[src/rtl/cp0_exc_unit_pkg.sv]
// -----------------------------------------------------------------------------
// cp0_exc_unit_pkg
//   Shared constants for the coprocessor-0 exception unit and its neighbours in
//   the P7 pipeline: exception codes written into Cause.ExcCode, CP0 register
//   numbers used by mtc0/mfc0, bit positions inside SR/Cause, and the handler
//   entry address that fetch redirects to when Req is asserted.
// -----------------------------------------------------------------------------
package cp0_exc_unit_pkg;

    // Exception codes (Cause.ExcCode)
    localparam logic [4:0] EXC_INT     = 5'd0;
    localparam logic [4:0] EXC_ADEL    = 5'd4;
    localparam logic [4:0] EXC_ADES    = 5'd5;
    localparam logic [4:0] EXC_SYSCALL = 5'd8;
    localparam logic [4:0] EXC_RI      = 5'd10;
    localparam logic [4:0] EXC_OV      = 5'd12;

    // CP0 register numbers
    localparam logic [4:0] CP0_SR    = 5'd12;
    localparam logic [4:0] CP0_CAUSE = 5'd13;
    localparam logic [4:0] CP0_EPC   = 5'd14;
    localparam logic [4:0] CP0_PRID  = 5'd15;

    // Exception handler entry, consumed by the fetch stage
    localparam logic [31:0] HANDLER_ENTRY = 32'h0000_4180;

    // Field positions inside SR and Cause
    localparam int SR_IE_BIT      = 0;
    localparam int SR_EXL_BIT     = 1;
    localparam int IM_IP_LSB      = 10;   // IM (SR) and IP (Cause) share bits 15:10
    localparam int CAUSE_BD_BIT   = 31;
    localparam int EXC_CODE_LSB   = 2;    // Cause.ExcCode occupies bits 6:2

    // Return address for a victim: a delay-slot instruction restarts at its
    // branch, one word earlier. Subtraction wraps at 32 bits.
    function automatic logic [31:0] victim_epc(input logic [31:0] vpc,
                                               input logic        bd);
        return bd ? (vpc - 32'd4) : vpc;
    endfunction

endpackage

[src/rtl/cp0_exc_unit.sv]
// -----------------------------------------------------------------------------
// cp0_exc_unit
//   Coprocessor 0 for the P7 MIPS pipeline, placed at M stage. Holds SR, Cause,
//   EPC and PRId, decides whether the M-stage instruction is interrupted or
//   raises an exception, and hands Req/EPC back to the pipeline.
//
// Ports
//   clk        in   rising-edge clock
//   reset      in   asynchronous active-low reset (clears SR, Cause, EPC)
//   en         in   mtc0 write enable
//   CP0Addr    in   [4:0]  register number for mtc0/mfc0
//   CP0In      in   [31:0] mtc0 write data
//   CP0Out     out  [31:0] mfc0 read data (combinational)
//   VPC        in   [31:0] PC of the M-stage (victim) instruction
//   BDIn       in   victim sits in a branch delay slot
//   ExcCodeIn  in   [4:0]  accumulated exception code, 0 = none
//   HWInt      in   [HWINT_W-1:0] level-sensitive interrupt lines
//   EXLClr     in   eret in M stage, clears SR.EXL
//   EPCOut     out  [31:0] current EPC register
//   Req        out  take exception/interrupt this cycle (combinational)
//
// Handshake note: Req is a single-cycle, same-cycle request. There is no ready
// side; the pipeline must flush and redirect whenever Req is high at a clock
// edge, and the unit commits EXL/Cause/EPC on that same edge.
// -----------------------------------------------------------------------------
module cp0_exc_unit
    import cp0_exc_unit_pkg::*;
#(
    parameter logic [31:0] PRID_VALUE = 32'h2021_0731,
    parameter int          HWINT_W    = 6     // at most 6: lines map to bits 15:10
) (
    input  logic               clk,
    input  logic               reset,
    input  logic               en,
    input  logic [4:0]         CP0Addr,
    input  logic [31:0]        CP0In,
    output logic [31:0]        CP0Out,
    input  logic [31:0]        VPC,
    input  logic               BDIn,
    input  logic [4:0]         ExcCodeIn,
    input  logic [HWINT_W-1:0] HWInt,
    input  logic               EXLClr,
    output logic [31:0]        EPCOut,
    output logic               Req
);

    // ------------------------------------------------------------------
    // Architectural state
    // ------------------------------------------------------------------
    logic [HWINT_W-1:0] im_q,       im_d;
    logic               exl_q,      exl_d;
    logic               ie_q,       ie_d;
    logic               bd_q,       bd_d;
    logic [HWINT_W-1:0] ip_q,       ip_d;
    logic [4:0]         exc_code_q, exc_code_d;
    logic [31:0]        epc_q,      epc_d;

    // ------------------------------------------------------------------
    // Request decision
    // ------------------------------------------------------------------
    logic       int_req;
    logic       exc_req;
    logic [4:0] sel_code;

    assign int_req  = (|(HWInt & im_q)) & ie_q & ~exl_q;
    assign exc_req  = (ExcCodeIn != EXC_INT) & ~exl_q;
    assign Req      = int_req | exc_req;
    // Interrupts outrank the synchronous exception carried by the victim.
    assign sel_code = int_req ? EXC_INT : ExcCodeIn;

    logic wr_sr;
    logic wr_epc;

    // mtc0 only lands when no exception is being taken in the same cycle.
    assign wr_sr  = en & ~Req & (CP0Addr == CP0_SR);
    assign wr_epc = en & ~Req & (CP0Addr == CP0_EPC);

    // ------------------------------------------------------------------
    // Next-state logic
    // ------------------------------------------------------------------
    always_comb begin
        im_d       = im_q;
        exl_d      = exl_q;
        ie_d       = ie_q;
        bd_d       = bd_q;
        exc_code_d = exc_code_q;
        epc_d      = epc_q;
        ip_d       = HWInt;          // IP tracks the lines every cycle

        if (Req) begin
            exl_d      = 1'b1;
            exc_code_d = sel_code;
            bd_d       = BDIn;
            epc_d      = victim_epc(VPC, BDIn);
        end else begin
            if (wr_sr) begin
                im_d  = CP0In[IM_IP_LSB +: HWINT_W];
                exl_d = CP0In[SR_EXL_BIT];
                ie_d  = CP0In[SR_IE_BIT];
            end
            if (wr_epc) begin
                epc_d = CP0In;
            end
            // eret overrides an mtc0 that tries to set EXL in the same cycle.
            if (EXLClr) begin
                exl_d = 1'b0;
            end
        end
    end

    always_ff @(posedge clk or negedge reset) begin
        if (!reset) begin
            im_q       <= '0;
            exl_q      <= 1'b0;
            ie_q       <= 1'b0;
            bd_q       <= 1'b0;
            ip_q       <= '0;
            exc_code_q <= '0;
            epc_q      <= '0;
        end else begin
            im_q       <= im_d;
            exl_q      <= exl_d;
            ie_q       <= ie_d;
            bd_q       <= bd_d;
            ip_q       <= ip_d;
            exc_code_q <= exc_code_d;
            epc_q      <= epc_d;
        end
    end

    // ------------------------------------------------------------------
    // Read side
    // ------------------------------------------------------------------
    logic [31:0] sr_rd;
    logic [31:0] cause_rd;

    always_comb begin
        sr_rd                           = '0;
        sr_rd[IM_IP_LSB +: HWINT_W]     = im_q;
        sr_rd[SR_EXL_BIT]               = exl_q;
        sr_rd[SR_IE_BIT]                = ie_q;

        cause_rd                        = '0;
        cause_rd[CAUSE_BD_BIT]          = bd_q;
        cause_rd[IM_IP_LSB +: HWINT_W]  = ip_q;
        cause_rd[EXC_CODE_LSB +: 5]     = exc_code_q;
    end

    always_comb begin
        CP0Out = '0;
        case (CP0Addr)
            CP0_SR:    CP0Out = sr_rd;
            CP0_CAUSE: CP0Out = cause_rd;
            CP0_EPC:   CP0Out = epc_q;
            CP0_PRID:  CP0Out = PRID_VALUE;
            default:   CP0Out = '0;
        endcase
    end

    assign EPCOut = epc_q;

    // Only some CP0In bits are architecturally writable; the rest are dropped.
    logic unused_cp0in;
    assign unused_cp0in = ^CP0In;

endmodule

[config.mk]
export PLATFORM = sky130hd
export DESIGN_NAME = cp0_exc_unit
export DESIGN_NICKNAME = d
export VERILOG_FILES = /design/src/rtl/cp0_exc_unit_pkg.sv /design/src/rtl/cp0_exc_unit.sv
export SDC_FILE = /design/constraint.sdc
export NUM_CORES = 1
export LEC_CHECK = 0
export ABC_CLOCK_PERIOD_IN_PS = 4100
export CAP_MARGIN = 20
export CORE_MARGIN = 2
export CORE_UTILIZATION = 35
export DETAILED_ROUTE_END_ITERATION = 12
export PLACE_DENSITY = 0.69
export SKIP_LAST_GASP = 1
export SLEW_MARGIN = 15
export SYNTH_ARGS = -nofsm -noshare
export SYNTH_HDL_FRONTEND = slang
export SYNTH_SLANG_ARGS = --single-unit
export TNS_END_PERCENT = 50
[constraint.sdc]
create_clock -name clk -period 4.1 [get_ports clk]
set_input_delay 0.615 -clock clk [delete_from_list [all_inputs] [get_ports clk]]
set_output_delay 0.615 -clock clk [all_outputs]
set_load 0.05 [all_outputs]
==> results of run 1 <==
[cells in the final DEF, fill, tap and decap left out, types with 3 or more instances in the layout]
cell | netlist | routed
a22oi_1 | 7 | 7
nand2_1 | 9 | 9
nor2b_1 | 3 | 3
or2_2 | 4 | 4
nand4_1 | 5 | 5
mux2i_1 | 35 | 35
xnor2_1 | 6 | 6
buf_4 | 0 | 13
a21oi_1 | 9 | 9
and3_1 | 29 | 29
a31oi_1 | 17 | 17
clkbuf_8 | 0 | 5
o31ai_1 | 10 | 10
a21boi_0 | 16 | 16
nor3_1 | 8 | 8
or3_1 | 8 | 8
mux2_2 | 12 | 12
a21o_1 | 5 | 5
clkdlybuf4s50_1 | 0 | 119
o21ai_0 | 8 | 8
nor2_1 | 31 | 30
nand3_1 | 5 | 5
nor3b_1 | 6 | 6
buf_12 | 0 | 28
or4_1 | 12 | 12
xor2_1 | 7 | 7
nor4_1 | 25 | 25
dfrtp_1 | 52 | 52
inv_1 | 5 | 5
[kinds of logic after synthesis]
logic type               Yosys count
AO/OA/AOI/OAI                     78
XOR/XNOR                          13
adder cells (fa/ha/maj)            1
buffers and inverters             34
flip-flops                        52
multiplexers                      47
AND/OR/NAND/NOR                  157
[registers in the layout (all words and copies together), names as in the netlist]
name and flops:
EPCOut 32, bd_q 1, exc_code_q 5, exl_q 1
ie_q 1, im_q 6, ip_q 6
[per-layer routing]
layer / share of wire / vias up / track usage
met5: 0 / - / 0
met2: 0.50 / 112 / 0.380
met3: 0.056 / 14 / 0.0338
li1: - / 1733 / -
met1: 0.44 / 1736 / 0.293
met4: 0.014 / 0 / 0.0502
[per-stage QoR]
| stage | std cells | hold slack [ns] | utilization | worst slack (ns) | cell area [sq um] |
|---|---|---|---|---|---|
| 2_1_floorplan | 382 | 0.319 | - | 1.20 | 3490 |
| 3_3_place_gp | 648 | 0.462 | 0.556 | 0.792 | 5410 |
| 6_report | 656 | 0.377 | 0.566 | 0.740 | 5510 |
| 5_1_grt | 656 | 0.438 | 0.566 | 0.560 | 5510 |
| 3_5_place_dp | 648 | 0.473 | 0.556 | 0.723 | 5410 |
| 4_1_cts | 656 | 0.405 | 0.566 | 0.709 | 5510 |
[report_power, final]
| part | internal (mW) | switching, mW | total [mW] |
|---|---|---|---|
| clock network | 0.125 | 0.187 | 0.312 |
| registers | 0.729 | 0.188 | 0.917 |
| logic | 0.686 | 1.08 | 1.77 |
[layout make-up]
type | instances | area [sq um]
Multi-Input combinational cell | 296 | 2070
Sequential cell | 52 | 1300
Clock buffer | 5 | 68.8
Inverter | 6 | 22.5
Timing Repair Buffer | 161 | 1850
Fill cell | 888 | 4220
Clock inverter | 3 | 25.0
Tap cell | 133 | 166
[how the worst max path moves through the flow]
stage	startpoint	end	slack, ns	cells after the start
floorplan	CP0Addr[0]	CP0Out[10]	1.20	3
global placement	CP0Addr[4]	CP0Out[1]	0.79	4
detailed placement	CP0Addr[4]	CP0Out[1]	0.72	4
CTS	CP0Addr[4]	CP0Out[1]	0.71	4
global route	CP0Addr[4]	CP0Out[1]	0.56	4
finish	CP0Addr[4]	CP0Out[1]	0.74	4
==> flow_summary.ini, run 1 <==
[cts]
clk_latency_ns = 0.31
cts_repair_resize_count = 0
clock_path_buffers = 2
numClockSinks = 52
path_clk_slew_ns = 0.10
cts-hold-fix-buffers = 0
cts_buffers = 5
root_buffer = clkbuf_8
post_cts_buffers = 0
cts_tree = built
ctsHtreeMaxLevel = 2

[timing]
setup_viol = 0
final_hold_viol_count = 0
rsz0062_at_grt = false
fmax_mhz = 298
tightest_slew_ns = 0.807
period_share = 0.820
slew_viol_final = 0
finalSetupTns_ns = 0
slew_headroom = 0.462
min_period_ns = 3.36
fin_skew_ns = 0.0107

[global_route]
grt_max_degree = 46
antenna_found_initial = 0
track_usage = 0.221
grt_overflow = 0
grt_pass1_wl_mm = 19.2
grt_pass1_vias = 3562

[floorplan]
num_rows = 36
die_y_um = 104
io_pins = 150
core-area_sq_mm = 0.00973
initial_utilization = 0.359
chipWidth_um = 104
fp.dieArea_sq_mm = 0.0108

[critical_path]
crit_required_ns = 3.48
critPathMaxFanout = 14
ff2ff_setup_slack_ns = 1.82
cp.arrival_ns = 2.75
reg2reg_depth = 5
crit_slowest_cell = clkdlybuf4s50_1
r2r-end = im_q[5]
max_stage_delay_ns = 0.85
crit_top_cell = clkdlybuf4s50_1
critPathLaunchType = input pin
path_buf_inv = 2
critical-path-top-delay-family = buffers and inverters
worstPathCellList = clkdlybuf4s50_1 -> nand3b_1 -> nor3_1 -> clkdlybuf4s50_1
critPathKind = in -> out
r2r-start = im_q[1]
crit_path_end_kind = primary output

[yosys]
synthTopCellsByArea = dfrtp_1 (37%), mux2i_1 (10%), and3_1 (5.2%)
synth_seq_cells = 52
synth_fa_ha_area_frac = 0.00358
synth_edf_count = 0
yosys.area_share.xor_xnor = 0.0326
synth-seq-area-share = 0.372
synth.area.mux_share = 0.139
synth_compound_area_frac = 0.153
syn_area_sq_mm = 0.00349
synth-simple-area-share = 0.263
synthCells = 382
syn_nets = 468
async_reset_ff_frac = 1.00
synth_top_area_cell = dfrtp_1
synth_common_cells = dfrtp_1 (52), mux2i_1 (35), nor2_1 (31), and3_1 (29), clkbuf_1 (26)
avgSynthCellArea_sq_um = 9.14
synth.most_common_cell = dfrtp_1
synth_cell_types = 42
ys.flop_type = dfrtp_1
yosys_warnings = 0
yosysTopAreaCellShare = 0.372
synth_top_family_by_area = simple AND/OR/NAND/NOR gates

[drt]
drt_wl_total_mm = 12.1
route.detailed.drc = 0
viasPerCell = 5.48
dr.pass1.iters = 4
ant_nets = 0
routed-via-count = 3595
drt-wirelength-per-cell_um = 18.4
initialDrtViolationCount = 160

[layout]
drive_gt1_frac = 0.141
area_growth_syn_to_layout_pct = 57.6
diodes = 0
nets = 608

[place]
dpl.hpwl_mm = 9.48
port_buffers = 149
place_congestion = 0.837

[power_and_ir_drop]
peakVddDrop_uv = 273
report.power.total_mw = 3.00
power.density_mw_per_mm2 = 544
leakage_nw = 2.31

[flow_run]
maxCapViolCount = 0

[min_path]
hold_class = in -> async

[outcome]
outcome = finished clean
Note: power is estimated with default switching activity, not from simulation.
==> run 2, diff against run 1 <==
--- a/config.mk
+++ b/config.mk
@@ -5,7 +5,7 @@
 export SDC_FILE = /design/constraint.sdc
 export NUM_CORES = 1
 export LEC_CHECK = 0
-export ABC_CLOCK_PERIOD_IN_PS = 4100
+export ABC_CLOCK_PERIOD_IN_PS = 3200
 export CAP_MARGIN = 20
 export CORE_MARGIN = 2
 export CORE_UTILIZATION = 35
==> constraint.sdc (replaced) <==
create_clock -name clk -period 3.2 [get_ports clk]
set_input_delay 0.48 -clock clk [delete_from_list [all_inputs] [get_ports clk]]
set_output_delay 0.48 -clock clk [all_outputs]
set_load 0.05 [all_outputs]
==> run 2 against run 1 <==
Effect of this change: final cell count rose by 0.61%; via count rose by 0.72%; setup slack got worse by 0.26 ns; critical path depth rose by 1; sequential cell count did not move; count of clock-buffer cells in the layout did not move; global-route usage rose by 0.55 points; sequential share of layout area fell by 0.26 points; cell area rose by 1.1%; clock skew rose by 0.0032 ns; hold slack got worse by 0.31 ns; register-to-register slack got worse by 0.68 ns.
==> flow_summary.ini, run 2 (synthesis gave the netlist of run 1 again) <==
[place]
placedCellCount = 652
dp_slack_ns = 0.197
place_congestion = 0.897
port_buffers = 149
dpl.hpwl_mm = 9.65
detailed_place.area_sq_mm = 0.00547

[cts]
cts_repair_resize_count = 0
cts_buffers = 5
numClockSinks = 52
root_buffer = clkbuf_8
path_clk_slew_ns = 0.11
clock_path_buffers = 2
clk_latency_ns = 0.32
ctsHtreeMaxLevel = 2
cts-hold-fix-buffers = 0
cts_tree = built
post_cts_buffers = 0

[power_and_ir_drop]
power.density_mw_per_mm2 = 692
leakage_nw = 2.34
report.power.total_mw = 3.85
peakVddDrop_uv = 357

[timing]
finalSetupTns_ns = 0
hold_ws_ns = 0.0633
slew_headroom = 0.486
slew_viol_final = 0
min_period_ns = 2.72
final.setup.worst_slack_ns = 0.480
rsz0062_at_grt = false
final_hold_viol_count = 0
period_share = 0.850
setup_viol = 0
fin_skew_ns = 0.0139
fmax_mhz = 368
tightest_slew_ns = 0.765

[global_route]
grt_pass1_vias = 3688
track_usage = 0.226
antenna_found_initial = 0
grt_pass1_wl_mm = 19.6
grt_max_degree = 44
grt_overflow = 0

[floorplan]
initial_utilization = 0.359
die_y_um = 104
num_rows = 36
chipWidth_um = 104
io_pins = 150
fp.dieArea_sq_mm = 0.0108
core-area_sq_mm = 0.00973

[critical_path]
critPathLaunch = VPC[8]
critPathKind = in -> reg
cp.arrival_ns = 2.96
critPathLaunchType = input pin
r2r-start = im_q[1]
ff2ff_setup_slack_ns = 1.14
crit_path_end_kind = register
r2r-end = EPCOut[0]
crit_required_ns = 3.44
reg2reg_depth = 5
critPathMaxFanout = 12

[drt]
ant_nets = 0
drt_wl_total_mm = 12.4
initialDrtViolationCount = 158
dr.pass1.iters = 4
drt-wirelength-per-cell_um = 18.8
route.detailed.drc = 0
viasPerCell = 5.49
routed-via-count = 3621

[layout]
diodes = 0
instances_no_fill = 660
final_common_cell = clkdlybuf4s50_1
final_area_sq_mm = 0.00557
final_cell_mix = clkdlybuf4s50_1 (115), dfrtp_1 (52), mux2i_1 (35)
nets = 612
area_growth_syn_to_layout_pct = 59.3
nFillCells = 885
largest_register_ffs = 32
final_util = 0.572
drive_gt1_frac = 0.156

[min_path]
hold_class = in -> async

[outcome]
outcome = finished clean

[flow_run]
maxCapViolCount = 0
[run 2: cell count changes in the layout (fill, tap and decap cells not counted)]
cell and delta:
buf_12 +3, buf_4 +5, clkdlybuf4s50_1 -4, clkinv_4 +1, inv_6 -2, inv_8 +1
[run 2: final cells by class]
| cell class | instances | area [sq um] | area share |
|---|---|---|---|
| Timing Repair Buffer | 165 | 1910 | 0.344 |
| Inverter | 6 | 22.5 | 0.00405 |
| Multi-Input combinational cell | 296 | 2070 | 0.371 |
| Tap cell | 133 | 166 | 0.0299 |
| Sequential cell | 52 | 1300 | 0.234 |
| Clock inverter | 3 | 27.5 | 0.00495 |
| Clock buffer | 5 | 68.8 | 0.0124 |
[run 2: worst max-delay path, stage by stage]
cell	delay [ns]
clkdlybuf4s50_1	0.49
nor3_1	0.66
nand4_1	0.54
or4_1	0.62
a31oi_1	0.17
[run 2: layer usage]
layer / vias up / part of all wire / wire length [um] / GRT usage
met5: - / 0 / 0 / 0
met4: 0 / 0.021 / 263 / 0.0705
met3: 18 / 0.043 / 530 / 0.0307
met2: 110 / 0.49 / 6120 / 0.389
met1: 1748 / 0.44 / 5480 / 0.295
li1: 1745 / - / - / -
[run 2: report_power, final]
| group | leakage [nW] | total (mW) | switching (mW) | internal (mW) |
|---|---|---|---|---|
| Clock | 0.0463 | 0.411 | 0.250 | 0.161 |
| Sequential | 0.610 | 1.16 | 0.227 | 0.934 |
| Combinational | 1.69 | 2.28 | 1.40 | 0.885 |
[run 2: worst max-delay path by stage]
stage | to | slack, ns | depth (start not counted)
global route | EPCOut[24] | 0.33 | 5
finish | EPCOut[26] | 0.48 | 5
global placement | EPCOut[28] | 0.35 | 5
floorplan | CP0Out[10] | 0.57 | 3
CTS | EPCOut[26] | 0.53 | 5
detailed placement | EPCOut[26] | 0.20 | 5
==> run 3, diff against run 2 <==
--- a/config.mk
+++ b/config.mk
@@ -5,12 +5,12 @@
 export SDC_FILE = /design/constraint.sdc
 export NUM_CORES = 1
 export LEC_CHECK = 0
-export ABC_CLOCK_PERIOD_IN_PS = 3200
+export ABC_CLOCK_PERIOD_IN_PS = 2300
 export CAP_MARGIN = 20
 export CORE_MARGIN = 2
 export CORE_UTILIZATION = 35
 export DETAILED_ROUTE_END_ITERATION = 12
-export PLACE_DENSITY = 0.69
+export PLACE_DENSITY = 0.72
 export SKIP_LAST_GASP = 1
 export SLEW_MARGIN = 15
 export SYNTH_ARGS = -nofsm -noshare
==> constraint.sdc (replaced) <==
create_clock -name clk -period 2.3 [get_ports clk]
set_input_delay 0.345 -clock clk [delete_from_list [all_inputs] [get_ports clk]]
set_output_delay 0.345 -clock clk [all_outputs]
set_load 0.05 [all_outputs]
==> run 3 against run 2 <==
Effect of this change: total power up 42%; setup slack worse by 0.45 ns; first-iteration DRC count up 5.7%; non-clock buffer count up 50; register-to-register slack worse by 0.63 ns; combinational power up 43%; critical path depth up 1; cell area up 8.5%; critical endpoint is now EPCOut[27]; highest routed layer unchanged.
==> flow_summary.ini, run 3 (synthesis gave the netlist of run 1 again) <==
[outcome]
outcome = finished clean

[critical_path]
critPathLaunch = VPC[14]
critPathLaunchType = input pin
crit_top_cell = or4_4
worstPathCellList = clkdlybuf4s50_1 -> or4_4 -> or4_4 -> buf_4 -> o41ai_4 -> a31oi_1
path_buf_inv = 2
crit_required_ns = 2.48
max_stage_delay_ns = 0.55
critPathMaxFanout = 4
crit_slowest_cell = or4_4
critical-path-top-delay-family = simple AND/OR/NAND/NOR gates
r2r-start = im_q[0]
crit_path_end_kind = register
critPathKind = in -> reg
cp.arrival_ns = 2.45

[timing]
final_hold_viol_count = 0
hold_ws_ns = 0.0458
setup_viol = 0
final.setup.worst_slack_ns = 0.0260
slew_headroom = 0.588
rsz0062_at_grt = true
period_share = 0.989
fmax_mhz = 440
tightest_slew_ns = 0.617
finalSetupTns_ns = 0
min_period_ns = 2.27
slew_viol_final = 0
fin_skew_ns = 0.0123

[floorplan]
num_rows = 36
io_pins = 150
core-area_sq_mm = 0.00973
initial_utilization = 0.359
chipWidth_um = 104
fp.dieArea_sq_mm = 0.0108
die_y_um = 104

[global_route]
grt_max_degree = 46
busiest_layer = met2
grt_pass1_wl_mm = 19.7
grt_pass1_vias = 3756
grt_use_met1 = 0.295
met2_usage = 0.394
antenna_found_initial = 0
grt_overflow = 0
track_usage = 0.227
met3_usage = 0.0276

[power_and_ir_drop]
switching_power_mw = 2.61
clkPwrFrac = 0.101
comb_power_share = 0.597
report.power.total_mw = 5.45
swShare = 0.478
power.density_mw_per_mm2 = 903
power.internal_mw = 2.85
seq_power_share = 0.302
leakage_nw = 2.61
peakVddDrop_uv = 460

[drt]
initialDrtViolationCount = 167
routed-via-count = 3806
route.detailed.drc = 0
drt_wl_total_mm = 12.4
ant_nets = 0
viasPerCell = 5.36
drt-wirelength-per-cell_um = 17.5
dr.pass1.iters = 4

[place]
dpl.hpwl_mm = 10.2
place_congestion = 0.875
port_buffers = 149
dp_slack_ns = -0.428

[cts]
cts_buffers = 5
cts_tree = built
numClockSinks = 52
clk_latency_ns = 0.31
ctsHtreeMaxLevel = 2
clock_path_buffers = 2
path_clk_slew_ns = 0.10
root_buffer = clkbuf_8

[flow_run]
maxCapViolCount = 0

[layout]
nets = 662
final_common_cell = clkdlybuf4s50_1
diodes = 0
final_cell_mix = clkdlybuf4s50_1 (115), buf_4 (63), dfrtp_1 (52)
area_growth_syn_to_layout_pct = 72.9
largest_register_ffs = 32
drive_gt1_frac = 0.237

[min_path]
hold_class = in -> async
[run 3: changes by cell type in the layout (fill, tap and decap cells not counted), moves of 2 or more]
cell / delta
buf_12: +5
buf_4: +45
a22oi_2: +2
a22oi_1: -2
[run 3: metrics by stage]
| step | util | cell area (sq um) | instances |
|---|---|---|---|
| 2_1_floorplan | - | 3500 | 382 |
| 3_3_place_gp | 0.608 | 5910 | 702 |
| 3_5_place_dp | 0.608 | 5910 | 702 |
| 4_1_cts | 0.619 | 6030 | 710 |
| 5_1_grt | 0.621 | 6040 | 710 |
| 6_report | 0.621 | 6040 | 710 |
[run 3: cell type report]
| class | instances | area, sq um |
|---|---|---|
| Clock buffer | 6 | 82.6 |
| Clock inverter | 2 | 15.0 |
| Fill cell | 828 | 3690 |
| Inverter | 6 | 22.5 |
| Multi-Input combinational cell | 296 | 2100 |
| Sequential cell | 52 | 1300 |
| Tap cell | 133 | 166 |
| Timing Repair Buffer | 215 | 2350 |
[run 3: what timing repair did]
item | in CTS | in global routing
pin swaps | 0 | 3
buffers inserted | 0 | 0
hold buffers | 0 | 0
setup endpoints to repair | 3 | 3
gates resized for setup | 3 | 2
[run 3: power by group through the flow]
stage | sequential (mW) | combinational (mW) | clock (mW)
3_3_place_gp | 1.65 | 3.20 | 0
5_1_grt | 1.70 | 3.42 | 0.609
3_5_place_dp | 1.67 | 3.26 | 0
4_1_cts | 1.65 | 3.27 | 0.567
6_report | 1.65 | 3.25 | 0.551
2_1_floorplan | 2.53 | 1.03 | 0
[run 3: metal layers]
layer | vias to the layer above | part of all wire
met2 | 119 | 0.51
met5 | - | 0
met4 | 0 | 0.025
met3 | 19 | 0.049
li1 | 1842 | -
met1 | 1826 | 0.42
[run 3: path summary, 6_finish.rpt]
check                                end  slack, ns  cells after the start
setup / recovery              EPCOut[27]       0.03                      6
hold / removal             exc_code_q[1]       0.05                      1
setup reg to reg               EPCOut[3]       0.51                      6
hold reg to reg            exc_code_q[4]       0.51                      1
max in group asynchronous           bd_q       1.70                      2
min in group clk           exc_code_q[4]       0.51                      1
